==> config.mk <==
export PLATFORM = sky130hd
export DESIGN_NAME = maxpool2x2_stream
export DESIGN_NICKNAME = d
export VERILOG_FILES = /design/src/rtl/maxpool2x2_stream_pkg.sv /design/src/rtl/maxpool2x2_stream_linebuf.sv /design/src/rtl/maxpool2x2_stream.sv
export SDC_FILE = /design/constraint.sdc
export NUM_CORES = 1
export LEC_CHECK = 0
export CAP_MARGIN = 20
export CORE_MARGIN = 2
export CORE_UTILIZATION = 35
export CTS_CLUSTER_SIZE = 40
export DETAILED_ROUTE_END_ITERATION = 8
export GPL_ROUTABILITY_DRIVEN = 1
export HOLD_SLACK_MARGIN = 0.03
export PLACE_DENSITY_LB_ADDON = 0.12
export SYNTH_ARGS = -nofsm -noshare
export SYNTH_HDL_FRONTEND = slang
export SYNTH_HIERARCHICAL = 1
export SYNTH_SLANG_ARGS = --single-unit
==> constraint.sdc <==
create_clock -name clk -period 4.3 [get_ports clk]
set_input_delay 1.075 -clock clk [delete_from_list [all_inputs] [get_ports clk]]
set_output_delay 1.075 -clock clk [all_outputs]
set_load 0.02 [all_outputs]
==> src/rtl/maxpool2x2_stream_pkg.sv <==
// Shared activation definitions for the mini-CNN datapath: activation width and signed max helper.
// Reused by the pooling stage and the conv-input buffer.
package maxpool2x2_stream_pkg;

    localparam int unsigned ACT_W = 8;

    // Operands are sign-extended to int by the caller, so any DATA_W up to 32 works.
    function automatic int smax(input int a, input int b);
        return (a > b) ? a : b;
    endfunction

endpackage

==> src/rtl/maxpool2x2_stream_linebuf.sv <==
// Half-width line buffer for the 2x2 pooler: one synchronous write port, one asynchronous read port.
// Contents are intentionally not reset; every entry is written in an even row before the odd row reads it.
module maxpool_linebuf #(
    parameter int unsigned DEPTH  = 12,
    parameter int unsigned DATA_W = 8,
    parameter int unsigned IDX_W  = 4
) (
    input  logic              clk,
    input  logic              we,
    input  logic [IDX_W-1:0]  waddr,
    input  logic [DATA_W-1:0] wdata,
    input  logic [IDX_W-1:0]  raddr,
    output logic [DATA_W-1:0] rdata
);

    logic [DATA_W-1:0] mem [DEPTH];

    always_ff @(posedge clk) begin
        if (we) begin
            mem[waddr] <= wdata;
        end
    end

    assign rdata = mem[raddr];

endmodule

==> src/rtl/maxpool2x2_stream.sv <==
// Streaming 2x2 / stride-2 signed max pooling over a raster-order activation stream.
// Optional frame_done output is enabled by defining MAXPOOL_FRAME_DONE_EN.
module maxpool2x2_stream
    import maxpool2x2_stream_pkg::*;
#(
    parameter int unsigned IMG_W  = 24,
    parameter int unsigned IMG_H  = 24,
    parameter int unsigned DATA_W = ACT_W
) (
    input  logic              clk,
    input  logic              rst_b,
    input  logic              clear,
    input  logic              in_valid,
    input  logic [DATA_W-1:0] in_data,
    output logic              out_valid,
    output logic [DATA_W-1:0] out_data
`ifdef MAXPOOL_FRAME_DONE_EN
    ,
    output logic              frame_done
`endif
);

    localparam int unsigned CW    = (IMG_W > 2) ? $clog2(IMG_W) : 1;
    localparam int unsigned RW    = (IMG_H > 2) ? $clog2(IMG_H) : 1;
    localparam int unsigned DEPTH = IMG_W / 2;
    localparam int unsigned LBW   = (DEPTH > 1) ? $clog2(DEPTH) : 1;

    logic [CW-1:0]     col, col_eff;
    logic [RW-1:0]     row, row_eff;
    logic [DATA_W-1:0] h_reg;
    logic [DATA_W-1:0] hmax, pooled, lb_rd;
    logic [LBW-1:0]    lb_idx;
    logic              lb_we, win_done, col_last, row_last;

    // clear zeroes the position before the current pixel is classified, so a
    // pixel accepted with clear=1 is treated as (0,0) of the new frame.
    always_comb begin
        col_eff  = clear ? '0 : col;
        row_eff  = clear ? '0 : row;
        col_last = (col_eff == CW'(IMG_W - 1));
        row_last = (row_eff == RW'(IMG_H - 1));
        hmax     = DATA_W'(smax(int'($signed(h_reg)), int'($signed(in_data))));
        pooled   = DATA_W'(smax(int'($signed(lb_rd)), int'($signed(hmax))));
        lb_idx   = LBW'(col_eff >> 1);
        lb_we    = in_valid && col_eff[0] && !row_eff[0];
        win_done = in_valid && col_eff[0] && row_eff[0];
    end

    maxpool_linebuf #(
        .DEPTH  (DEPTH),
        .DATA_W (DATA_W),
        .IDX_W  (LBW)
    ) u_linebuf (
        .clk   (clk),
        .we    (lb_we),
        .waddr (lb_idx),
        .wdata (hmax),
        .raddr (lb_idx),
        .rdata (lb_rd)
    );

    always_ff @(posedge clk or negedge rst_b) begin
        if (!rst_b) begin
            col       <= '0;
            row       <= '0;
            h_reg     <= '0;
            out_valid <= 1'b0;
            out_data  <= '0;
        end else begin
            out_valid <= 1'b0;
            if (in_valid) begin
                if (!col_eff[0]) begin
                    h_reg <= in_data;
                end
                if (win_done) begin
                    out_valid <= 1'b1;
                    out_data  <= pooled;
                end
                if (col_last) begin
                    col <= '0;
                    row <= row_last ? '0 : row_eff + 1'b1;
                end else begin
                    col <= col_eff + 1'b1;
                    row <= row_eff;
                end
            end else if (clear) begin
                col <= '0;
                row <= '0;
            end
        end
    end

`ifdef MAXPOOL_FRAME_DONE_EN
    always_ff @(posedge clk or negedge rst_b) begin
        if (!rst_b) begin
            frame_done <= 1'b0;
        end else begin
            frame_done <= win_done && col_last && row_last;
        end
    end
`endif

endmodule

* Yosys cells after proc, flatten, opt, wreduce, memory -nomap -nowiden
Memories as Yosys holds them, arrays and structs flattened.
Index checks and enable logic that the tools add are counted.
** Word-level totals
- Register bits :: 27
- Output and inout port bits :: 9
- Memory bits (writable) :: 96
- Memories kept :: 1
- Word-level logic and storage cells :: 32
- Input port bits :: 12
** Operators by class
- Magnitude comparators :: 2
- $add $sub $neg :: 2
- Reduce and logical (&&, ||, !) cells :: 6
- Muxes and demuxes :: 13
- Equal/unequal tests :: 2
- Bitwise logic cells :: 1
** Memories
- u_linebuf.mem :: depth 12, width 8, rd ports 1, clocked after Yosys merged registers in 0, wr ports 1, line maxpool2x2_stream_linebuf.sv:16 : logic [DATA_W-1:0] mem [DEPTH];
** Operators with widths (count)
- 5-bit two-way mux :: 7
- 8-bit > comparator :: 2
- 8-bit two-way mux :: 2
- 5-bit by 1-bit adder with 5-bit output, second input constant :: 2
- 5-bit equality test, second input constant :: 2
- 1-bit two-way mux :: 4
- 2-bit AND reduction :: 2
- 1-bit logical AND :: 3
- 1-bit logical NOT :: 1
- 1-bit inverter :: 1

* Depth between registers and ports, before layout
Gate-level depths: netlist of run 1.
- Depth after elaboration :: 5
- Mapped depth :: 16
- Depth with buffers taken out :: 15

* By module
The synthesis of run 1 kept the hierarchy.
** By module, submodules not included
- maxpool_linebuf :: instances 1, seq. area each 2882.8 um2, area an instance 3713.6 um2, cells an instance 174
- maxpool2x2_stream :: instances 1, seq. area each 575.6 um2, area an instance 1537.7 um2, cells an instance 163

* Least setup slack after synthesis of run 1
Ideal clock, no wire load.
- Path kind :: input-to-reg
- From :: input in_data[1]
- To :: register out_data[0]
- Cell stages on the path :: 15
- Setup slack :: 0.054 ns
- Arrival :: 4.155 ns
- Path buffers :: 1
- Library setup time :: 0.090 ns
- Required time :: 4.210 ns
- Cells stage by stage :: inv_1 -> ha_1 -> nand2b_4 -> a2111oi_4 -> a311oi_2 -> a211oi_4 -> mux2i_1 -> ha_1 -> a21o_1 -> a211oi_1 -> nand3_1 -> o2bb2ai_1 -> or2b_1 -> clkbuf_2 -> o221ai_1
** On the way
- Word-level cells in the longest chain between the ends :: 4
** RTL lines
- start, declared :: line maxpool2x2_stream.sv:14 : input logic [DATA_W-1:0] in_data,
- 8-bit > comparator :: line maxpool2x2_stream_pkg.sv:9 : return (a > b) ? a : b;
- 8-bit two-way mux (*) :: line maxpool2x2_stream_pkg.sv:9
- 8-bit > comparator :: line maxpool2x2_stream_pkg.sv:9
- 8-bit two-way mux (*) :: line maxpool2x2_stream_pkg.sv:9
- end signal, assigned :: line maxpool2x2_stream.sv:77 : out_data <= pooled;
- end, declared :: line maxpool2x2_stream.sv:16 : output logic [DATA_W-1:0] out_data
Every way passes the cells marked *; elsewhere a longest branch is shown, timed or not.
A chain may end at the register's enable or synchronous reset.

* Worst setup path after layout of run 1
- From :: input in_data[5]
- To :: register out_data[7]
Same word-level chain as after synthesis.

==> summary.txt, run 1 <==
Drt
  – Routed WL: 11300 µm
  – DRC: 0
  – DR vias: 3074
  – Vias per inst: 4.91
  – Antenna Violating Nets Remaining: 0
  – DRT iter0 DRCs: 120
  – DRT Pass-1 Iters: 4
  – Routed length per instance: 18.0 µm

Critical path
  – Reg-to-Reg End: out_data[7]
  – Critical Path Fanout Max: 8
  – Crit path largest cell delay: 510 ps
  – Slowest-stage cell, CP: clkdlybuf4s50_1
  – R2R depth: 14
  – Required @ worst endpoint: 4620 ps
  – Crit Reg-Reg Startpoint: h_reg[1]
  – Reg-to-reg slack, setup: 800 ps
  – Critical-path cell list: clkdlybuf4s50_1 > inv_2 > ha_4 > nand2_2 > a2111oi_4 > a311oi_2 > a211oi_4 > buf_6 > buf_4 > mux2i_1 > ha_1 > o21ai_1 > a21oi_1 > o2bb2ai_2 > or2b_4 > o221ai_2
  – Crit path DAT: 4470 ps
  – WS Path Type: in2reg
  – Endpoint type of the worst setup path: register
  – CP startpoint kind: input port

Synthesis
  – Yosys warnings: 6
  – Net Count, Synth: 366
  – Syn Inst Count: 337
  – Register bit total from synthesis: 119
  – Post-synth EDFFs: 96
  – Cell Area, Synth: 5250 µm²
  – Post-synthesis cell type count: 48
  – Asr flop ratio synth: 0.193
  – Syn avg cell area: 15.6 µm²
  – Ys flop type: edfxtp_1
  – Sequential cell area fraction in the yosys report: 0.659

CTS
  – Clk sink count: 119
  – CTS Buf Count: 17
  – CTS tree: done
  – Worst skew pair latency: 410 ps
  – Root buf cell: clkbuf_16
  – Htree depth: 4
  – Max Buffers Root-to-Sink: 2
  – Clock Pin Slew Worst Setup and Hold Paths: 50 ps

Global routing
  – First-pass GRT wire length: 17600 µm
  – Vias in the first global route: 3152
  – Top Usage Layer GRT: met2
  – Grt ovf: 0
  – Met3 Usage GRT: 0.0460
  – Total GRT Usage: 0.149
  – Met1 Usage GRT: 0.190
  – GR Layer Usage met2: 0.242
  – Initial antenna violation count: 0
  – Largest net degree at the start of global routing: 23

Timing
  – Worst-margin pin slew: 527 ps
  – Worst clock skew: 10.5 ps
  – Final hold vios: 0
  – Fmax: 241 MHz
  – Period Utilization, post-route: 0.965
  – Slew HR: 0.649
  – Slew Viols, Final: 0
  – Tmin final: 4150 ps
  – Final setup vio count: 0
  – Min Hold Slack: 505 ps

Finish
  – Largest register FFs: 96
  – Ant. Diodes: 0
  – Ratio of cells with drive above 1 in the final layout: 0.346
  – Non-Filler Instances: 626
  – Most common cell after layout, fill and taps aside: edfxtp_1
  – Final Core Density: 0.475
  – P&R area growth vs syn: 32.0%
  – Final nets: 458
  – Most frequent cells in the layout: 96 x edfxtp_1, 60 x buf_4, 23 x dfrtp_1

Flow run
  – Max Cap Violations: 0

Floorplan
  – Core area: 14600 µm²
  – Num rows: 44
  – Io pins: 21
  – Initial Util: 0.360
  – Overall die height: 126 µm
  – Full die area: 16000 µm²
  – Die Wd: 126 µm

Hold path
  – Hold Crit Class: reg2reg
  – Hold Path Depth: 2
  – Hold Crit Start: out_data[4]
  – Worst Hold Path EP: out_data[4]

Placed design
  – HPWL Detailed: 8110 µm
  – Placed cells: 592
  – RePlAce Congestion: 0.797
  – I/O Buffers: 20

Pwr
  – Worst VDD drop: 299 µV
  – Leakage: 2.60 nW
  – Total Power: 0.00318 W
  – Power per standard cell area: 459 nW/µm²

Status
  – Outcome: completed
-- layer usage --
layer | part of all wire | wire, µm
met5 | 0 | 0
met4 | 0.012 | 140
met3 | 0.032 | 355
met2 | 0.49 | 5550
met1 | 0.46 | 5220
-- power breakdown --
part	leakage, nW	total (W)	switching [W]	internal, W
logic	1.15	0.000486	0.000267	0.000218
registers	1.17	0.00135	0.0000188	0.00133
clock network	0.275	0.00134	0.000535	0.000809
total	2.60	0.00318	0.000821	0.00236
-- stage by stage --
step | setup slack, ps | setup TNS (ps) | area [µm²]
after global routing | -15.3 | -15.3 | 6930
final | 152 | 0 | 6930
after CTS | 24.6 | 0 | 6730
after detailed placement | -602 | -4720 | 6130
after floorplan | 54.3 | 0 | 5250
after global placement | -545 | -4340 | 6100
-- kinds of logic (layout without fill, tap and decap cells) --
family	count (synthesis)	after routing	synth area share
flops	119	119	0.659
compound gates	48	48	0.0731
buf+inv	39	144	0.0345
xor+xnor	3	3	0.00500
fa+ha+maj	17	17	0.0405
simple gates	70	70	0.0703
mux	41	41	0.118
-- worst max-delay path: cells and delay by family --
family / cells / cell delay (ps)
buffers and inverters: 4 / 930
multiplexers: 1 / 350
AND/OR/NAND/NOR: 2 / 390
AO/OA/AOI/OAI: 7 / 1130
adder cells (fa/ha/maj): 2 / 590
-- cell type report --
class	instances	area (µm²)
timing repair buffer	85	764
tap	184	230
multi-input combinational	179	1810
sequential	119	3460
clock buffer	18	429
inverter	27	101
clock inverter	14	140
fill	1251	7660
-- Yosys cell counts (all sizes together), types with 2 or more instances --
library cell	n	area, µm²
a211oi	2	27.5
inv	27	101
dfrtp	23	576
a22oi	8	60.1
nand2	25	96.4
a21oi	6	30.0
edfxtp	96	2880
nand3	5	30.0
ha	17	213
o221ai	16	140
mux4	16	368
xnor2	2	17.5
buf	7	60.1
nor3	3	15.0
mux2i	24	240
nor2	13	48.8
nand2b	6	45.0
clkbuf	5	20.0
o21ai	10	50.0
nand3b	2	15.0
nand4	2	12.5
nor3b	2	15.0
nor2b	7	46.3
-- worst max path at each step --
stage | from | to | depth (start not counted)
finish | in_data[5] | out_data[7] | 16
global placement | in_data[1] | out_data[5] | 15
detailed placement | in_data[5] | out_data[1] | 15
global route | in_data[5] | out_data[7] | 17
floorplan | in_data[1] | out_data[0] | 15
CTS | in_data[5] | out_data[5] | 15
-- timing repair --
action / 4_1_cts / 5_1_grt
gates cloned: 0 / 0
resized for setup: 7 / 35
pin swaps: 0 / 7
endpoints found under the setup margin: 8 / 8
hold buffers: 0 / 0
setup buffers: 0 / 2
No activity file was read; power rests on OpenSTA's default activity.
==> run 2: changes to the inputs <==
CORE_UTILIZATION = 40   (was 35)
==> run 2 against run 1 <==
Maximum frequency up 1.4%. Final cell count down 2.2%. Hold slack lost 7.0 ps. Utilization increased by 6.3 points. Sequential power about the same. Clock skew rose by 4.3 ps. Routed wire length grew 0.91%. Clock power up 6%. Combinational power fell by 6.2%. Critical path depth is 1 lower. Die area fell by 12%. Sequential share of layout area up 0.62 points. Critical endpoint is now out_data[0].
==> summary.txt, run 2 (synthesized netlist as in run 1, its figures left out) <==
Status
  – Outcome: completed (unchanged)

Flow run
  – Max Cap Violations: 0 (unchanged)

Timing
  – Worst-margin pin slew: 839 ps (was 527 ps)
  – Tmin final: 4090 ps (was 4150 ps)
  – RSZ-0062 raised after global routing: no
  – Final setup vio count: 0 (unchanged)
  – Slew HR: 0.439 (was 0.649)
  – Min Hold Slack: 498 ps (was 505 ps)
  – Period Utilization, post-route: 0.951 (was 0.965)
  – Slew Viols, Final: 0 (unchanged)
  – Worst clock skew: 14.7 ps (was 10.5 ps)
  – Setup ws final: 209 ps (was 152 ps)
  – Final hold vios: 0 (unchanged)
  – Fmax: 244 MHz (was 241 MHz)

Floorplan
  – Overall die height: 119 µm (was 126 µm)
  – Initial Util: 0.413 (was 0.360)
  – Full die area: 14100 µm² (was 16000 µm²)
  – Die Wd: 119 µm (was 126 µm)
  – Core area: 12700 µm² (was 14600 µm²)
  – Num rows: 41 (was 44)
  – Io pins: 21 (unchanged)

Drt
  – DRT iter0 DRCs: 154 (was 120)
  – DRT Pass-1 Iters: 4 (unchanged)
  – Routed WL: 11400 µm (was 11300 µm)
  – DR vias: 3176 (was 3074)
  – DRC: 0 (unchanged)
  – Antenna Violating Nets Remaining: 0 (unchanged)
  – Vias per inst: 5.19 (was 4.91)
  – Routed length per instance: 18.6 µm (was 18.0 µm)

Finish
  – Final nets: 456 (was 458)
  – Most frequent cells in the layout: 96 x edfxtp_1, 59 x buf_4, 23 x dfrtp_1 (was 96 x edfxtp_1, 60 x buf_4, 23 x dfrtp_1)
  – Largest register FFs: 96 (unchanged)
  – Area of the multi-input gates: 1740 µm² (was 1810 µm²)
  – Ant. Diodes: 0 (unchanged)
  – Most common cell after layout, fill and taps aside: edfxtp_1 (unchanged)
  – FF+latch area: 3460 µm² (unchanged)
  – Final Core Density: 0.538 (was 0.475)
  – Layout Cell Area excl Fill: 6840 µm² (was 6930 µm²)
  – Ratio of cells with drive above 1 in the final layout: 0.323 (was 0.346)
  – Fillers: 1089 (was 1251)
  – P&R area growth vs syn: 30.3% (was 32.0%)

Placed design
  – Placed instance area: 6080 µm² (was 6130 µm²)
  – RePlAce Congestion: 0.812 (was 0.797)
  – HPWL Detailed: 8250 µm (was 8110 µm)
  – I/O Buffers: 20 (unchanged)
  – Place WS: -425 ps (was -602 ps)

Global routing
  – Vias in the first global route: 3304 (was 3152)
  – Met1 Usage GRT: 0.224 (was 0.190)
  – Largest net degree at the start of global routing: 19 (was 23)
  – Total GRT Usage: 0.176 (was 0.149)
  – GR Layer Usage met2: 0.279 (was 0.242)
  – Grt ovf: 0 (unchanged)
  – Met3 Usage GRT: 0.0512 (was 0.0460)
  – Initial antenna violation count: 0 (unchanged)
  – First-pass GRT wire length: 18200 µm (was 17600 µm)
  – Top Usage Layer GRT: met2 (unchanged)

CTS
  – Worst skew pair latency: 420 ps (was 410 ps)
  – Clock Pin Slew Worst Setup and Hold Paths: 60 ps (was 50 ps)
  – Root buf cell: clkbuf_16 (unchanged)
  – CTS Buf Count: 17 (unchanged)
  – Clk sink count: 119 (unchanged)
  – Max Buffers Root-to-Sink: 2 (unchanged)
  – Htree depth: 4 (unchanged)
  – CTS tree: done (unchanged)

Hold path
  – Hold Crit Class: reg2reg (unchanged)

Pwr
  – Worst VDD drop: 410 µV (was 299 µV)
  – Leakage: 2.60 nW (about the same)
  – Power per standard cell area: 471 nW/µm² (was 459 nW/µm²)

Critical path
  – Critical-path cell list: clkdlybuf4s50_1 > ha_1 > nand2b_4 > a2111oi_4 > a311oi_2 > a211oi_4 > buf_6 > buf_4 > mux2i_1 > ha_1 > a21oi_1 > nand3_1 > o2bb2ai_2 > or2b_4 > o221ai_1 (was clkdlybuf4s50_1 > inv_2 > ha_4 > nand2_2 > a2111oi_4 > a311oi_2 > a211oi_4 > buf_6 > buf_4 > mux2i_1 > ha_1 > o21ai_1 > a21oi_1 > o2bb2ai_2 > or2b_4 > o221ai_2)
  – WS Path Type: in2reg (unchanged)
  – Slowest-stage cell, CP: clkdlybuf4s50_1 (unchanged)
  – Crit path largest cell delay: 450 ps (was 510 ps)
  – Most frequent cell on the critical path: ha_1
  – Endpoint type of the worst setup path: register (unchanged)
  – Critical Path Fanout Max: 8 (unchanged)
  – CP startpoint kind: input port (unchanged)
  – Required @ worst endpoint: 4620 ps (about the same)
  – Crit path DAT: 4410 ps (was 4470 ps)
==> run 2: changes by cell type in the layout (fill, tap and decap cells not counted), moves of 2 or more <==
cell | before | now
mux2i_2 | 4 | 1
ha_1 | 11 | 13
bufinv_16 | 1 | 3
inv_1 | 20 | 22
inv_6 | 6 | 3
mux2i_4 | 3 | 1
ha_4 | 6 | 4
inv_2 | 7 | 5
mux2i_1 | 17 | 22
clkinv_2 | 1 | 3
==> run 2: final timing paths <==
kind | from | end | slack [ps] | cells past startpoint
max | in_data[0] | out_data[0] | 210 | 15
min | out_data[6] | out_data[6] | 500 | 2
max reg2reg | h_reg[1] | out_data[0] | 880 | 14
min reg2reg | out_data[6] | out_data[6] | 500 | 2
max in group asynchronous | rst_b | out_data[4] | 2670 | 2
min in group asynchronous | rst_b | col[3] | 1080 | 1
==> run 2: critical path: cells and delay by family <==
kind / cells / cell delay [ps]
AOI/OAI and AO/OA: 6 / 1260
adders and majority gates: 2 / 510
buffers and inverters: 3 / 760
muxes: 1 / 250
and+or+nand+nor: 3 / 540
==> run 2: what timing repair did <==
item	in CTS	in global routing
hold buffers	0	0
gates cloned	0	0
buffers inserted	0	2
gates resized for setup	2	27
endpoints found under the setup margin	5	8
pin swaps	0	9
==> run 2: final cells by class <==
cell class	instances	area share
Clock buffer	18	0.0627
Sequential cell	119	0.505
Tap cell	172	0.0314
Inverter	27	0.0148
Clock inverter	14	0.0254
Timing Repair Buffer	83	0.105
Multi-Input combinational cell	179	0.255
==> run 2: where the power goes <==
part | switching (W) | leakage (nW) | total, W | internal, W
Clock | 0.000508 | 0.295 | 0.00142 | 0.000915
Combinational | 0.000252 | 1.14 | 0.000456 | 0.000204
Sequential | 0.0000168 | 1.17 | 0.00135 | 0.00133
Total | 0.000777 | 2.60 | 0.00323 | 0.00245
==> run 2: metal layers <==
metal  up-vias  share of wire
met4         0          0.023
li1       1488              -
met2        60           0.50
met1      1609           0.43
met3        19          0.042
met5         -              0
==> run 2: metrics by stage <==
stage | total power (W) | instances | setup TNS [ps]
after floorplan | 0.00161 | 337 | 0
after global placement | 0.00177 | 577 | -2670
after detailed placement | 0.00179 | 578 | -3280
after CTS | 0.00322 | 610 | 0
after global routing | 0.00337 | 612 | 0
final | 0.00323 | 612 | 0
==> run 3: changes to the inputs <==
CELL_PAD_IN_SITES_DETAIL_PLACEMENT = 1   (was not set)
CELL_PAD_IN_SITES_GLOBAL_PLACEMENT = 1   (was not set)
SLEW_MARGIN = 25   (was not set)
==> run 3 against run 2 <==
Clock skew decreased by 4.9 ps. Non-clock buffer count is 10 higher. Power rose by 0.10%. Die area unchanged. Critical path depth fell by 1. Cell area is 1.6% higher. Maximum frequency shrank 1.3%. Highest routed layer unchanged.
==> summary.txt, run 3 (synthesized netlist as in run 1, its figures left out) <==
Status
  – Outcome: completed (unchanged)

Timing
  – Period Utilization, post-route: 0.964 (was 0.951)
  – Slew HR: 0.619 (was 0.439)
  – Setup ws final: 156 ps (was 209 ps)
  – Worst clock skew: 9.83 ps (was 14.7 ps)
  – Slew Viols, Final: 0 (unchanged)
  – Tmin final: 4140 ps (was 4090 ps)
  – Worst-margin pin slew: 572 ps (was 839 ps)
  – Setup_tns: 0 ps (unchanged)
  – Fmax: 241 MHz (was 244 MHz)
  – Final hold vios: 0 (unchanged)
  – Final setup vio count: 0 (unchanged)

Placed design
  – I/O Buffers: 20 (unchanged)
  – RePlAce Congestion: 0.797 (was 0.812)
  – HPWL Detailed: 8900 µm (was 8250 µm)
  – Place WS: -573 ps (was -425 ps)

Global routing
  – Top Usage Layer GRT: met2 (unchanged)
  – GR Layer Usage met2: 0.326 (was 0.279)
  – Largest net degree at the start of global routing: 24 (was 19)
  – Met1 Usage GRT: 0.242 (was 0.224)
  – Initial antenna violation count: 0 (unchanged)
  – Met3 Usage GRT: 0.0473 (was 0.0512)
  – Vias in the first global route: 3574 (was 3304)
  – Grt ovf: 0 (unchanged)
  – Total GRT Usage: 0.195 (was 0.176)
  – First-pass GRT wire length: 20100 µm (was 18200 µm)

Floorplan
  – Overall die height: 119 µm (unchanged)
  – Die Wd: 119 µm (unchanged)
  – Io pins: 21 (unchanged)
  – Num rows: 41 (unchanged)
  – Core area: 12700 µm² (unchanged)
  – Initial Util: 0.413 (unchanged)
  – Full die area: 14100 µm² (unchanged)

Finish
  – Most common cell after layout, fill and taps aside: edfxtp_1 (unchanged)
  – P&R area growth vs syn: 32.5% (was 30.3%)
  – Final nets: 466 (was 456)
  – Largest register FFs: 96 (unchanged)
  – Ant. Diodes: 0 (unchanged)
  – Ratio of cells with drive above 1 in the final layout: 0.360 (was 0.323)
  – Most frequent cells in the layout: 96 x edfxtp_1, 70 x buf_4, 23 x dfrtp_1 (was 96 x edfxtp_1, 59 x buf_4, 23 x dfrtp_1)

Drt
  – DRC: 0 (unchanged)
  – DRT iter0 DRCs: 132 (was 154)
  – Routed length per instance: 20.7 µm (was 18.6 µm)
  – DR vias: 3266 (was 3176)
  – DRT Pass-1 Iters: 4 (unchanged)
  – Vias per inst: 5.25 (was 5.19)
  – Routed WL: 12900 µm (was 11400 µm)
  – Antenna Violating Nets Remaining: 0 (unchanged)

CTS
  – Clk sink count: 119 (unchanged)
  – Htree depth: 4 (unchanged)
  – # hold bufs at CTS: 0 (unchanged)
  – Root buf cell: clkbuf_16 (unchanged)
  – CTS tree: done (unchanged)
  – Max Buffers Root-to-Sink: 2 (unchanged)
  – CTS Buf Count: 17 (unchanged)
  – Worst skew pair latency: 420 ps (about the same)
  – Clock Pin Slew Worst Setup and Hold Paths: 60 ps (about the same)

Critical path
  – Endpoint type of the worst setup path: register (unchanged)
  – Crit. Startpoint: clear (was in_data[0])
  – WS Path Type: in2reg (unchanged)
  – Crit path DAT: 4480 ps (was 4410 ps)
  – CP startpoint kind: input port (unchanged)
  – Required @ worst endpoint: 4630 ps (was 4620 ps)
  – Crit Reg-Reg Startpoint: h_reg[1] (unchanged)
  – Critical Path Fanout Max: 8 (unchanged)

Hold path
  – Hold Crit Class: reg2reg (unchanged)
  – Hold Crit Start: out_data[7] (was out_data[6])

Pwr
  – Power per standard cell area: 464 nW/µm² (was 471 nW/µm²)
  – Worst VDD drop: 354 µV (was 410 µV)
  – Leakage: 2.61 nW (was 2.60 nW)

Flow run
  – Max Cap Violations: 0 (unchanged)
-- run 3: cell types whose count changed in the layout (fill, tap and decap cells not counted), sizes merged --
cell	previous run	this run
clkinvlp	1	5
clkinv	7	5
buf	63	73
bufinv	3	2
clkbuf	18	17
-- run 3: per-stage QoR --
step | utilization | hold slack [ps] | std cells | instance area (µm²) | power, W
finish | 0.547 | 492 | 622 | 6960 | 0.00323
global placement | 0.482 | 475 | 586 | 6130 | 0.00178
detailed placement | 0.482 | 473 | 586 | 6130 | 0.00180
global route | 0.547 | 531 | 622 | 6960 | 0.00336
floorplan | - | 475 | 337 | 5250 | 0.00161
CTS | 0.531 | 492 | 619 | 6760 | 0.00321
-- run 3: what timing repair did --
action                     4_1_cts  5_1_grt
resized for setup                9       33
setup endpoints to repair        8        8
pin swaps                        2        9
hold endpoints to repair         0        0
setup buffers                    1        3
-- run 3: critical path, cell delays in order --
cell and delay (ps):
clkdlybuf4s50_1 410, nand2b_1 170, inv_2 170, buf_12 160, mux4_2 490, a22oi_1 380, o221ai_2 250, ha_4 270
nor2b_1 120, o211ai_1 200, nand3_1 120, o2bb2ai_2 150, or2b_4 320, o221ai_2 200
-- run 3: final timing paths --
path / cells after the start / slack, ps / to
setup / recovery: 14 / 160 / out_data[2]
hold / removal: 2 / 490 / out_data[7]
setup reg to reg: 13 / 800 / out_data[2]
hold reg to reg: 2 / 490 / out_data[7]
max in group asynchronous: 2 / 3020 / out_data[3]
min in group asynchronous: 2 / 1020 / row[0]
-- run 3: area by class of cell --
type	count	area (µm²)
sequential	119	3460
inverter	27	101
timing repair buffer	93	790
tap	172	215
clock inverter	15	153
clock buffer	17	425
fill	1274	5770
multi-input combinational	179	1810
-- run 3: metal layers --
metal  vias to the layer above  wire length (µm)
li1                       1501                 -
met1                      1684              5650
met2                        62              6550
met3                        19               425
met4                         0               230
met5                         -                 0
-- run 3: power by group --
part	switching, W	internal (W)	total [W]
logic	0.000273	0.000226	0.000499
registers	0.0000175	0.00133	0.00135
clock network	0.000532	0.000851	0.00138
total	0.000823	0.00241	0.00323
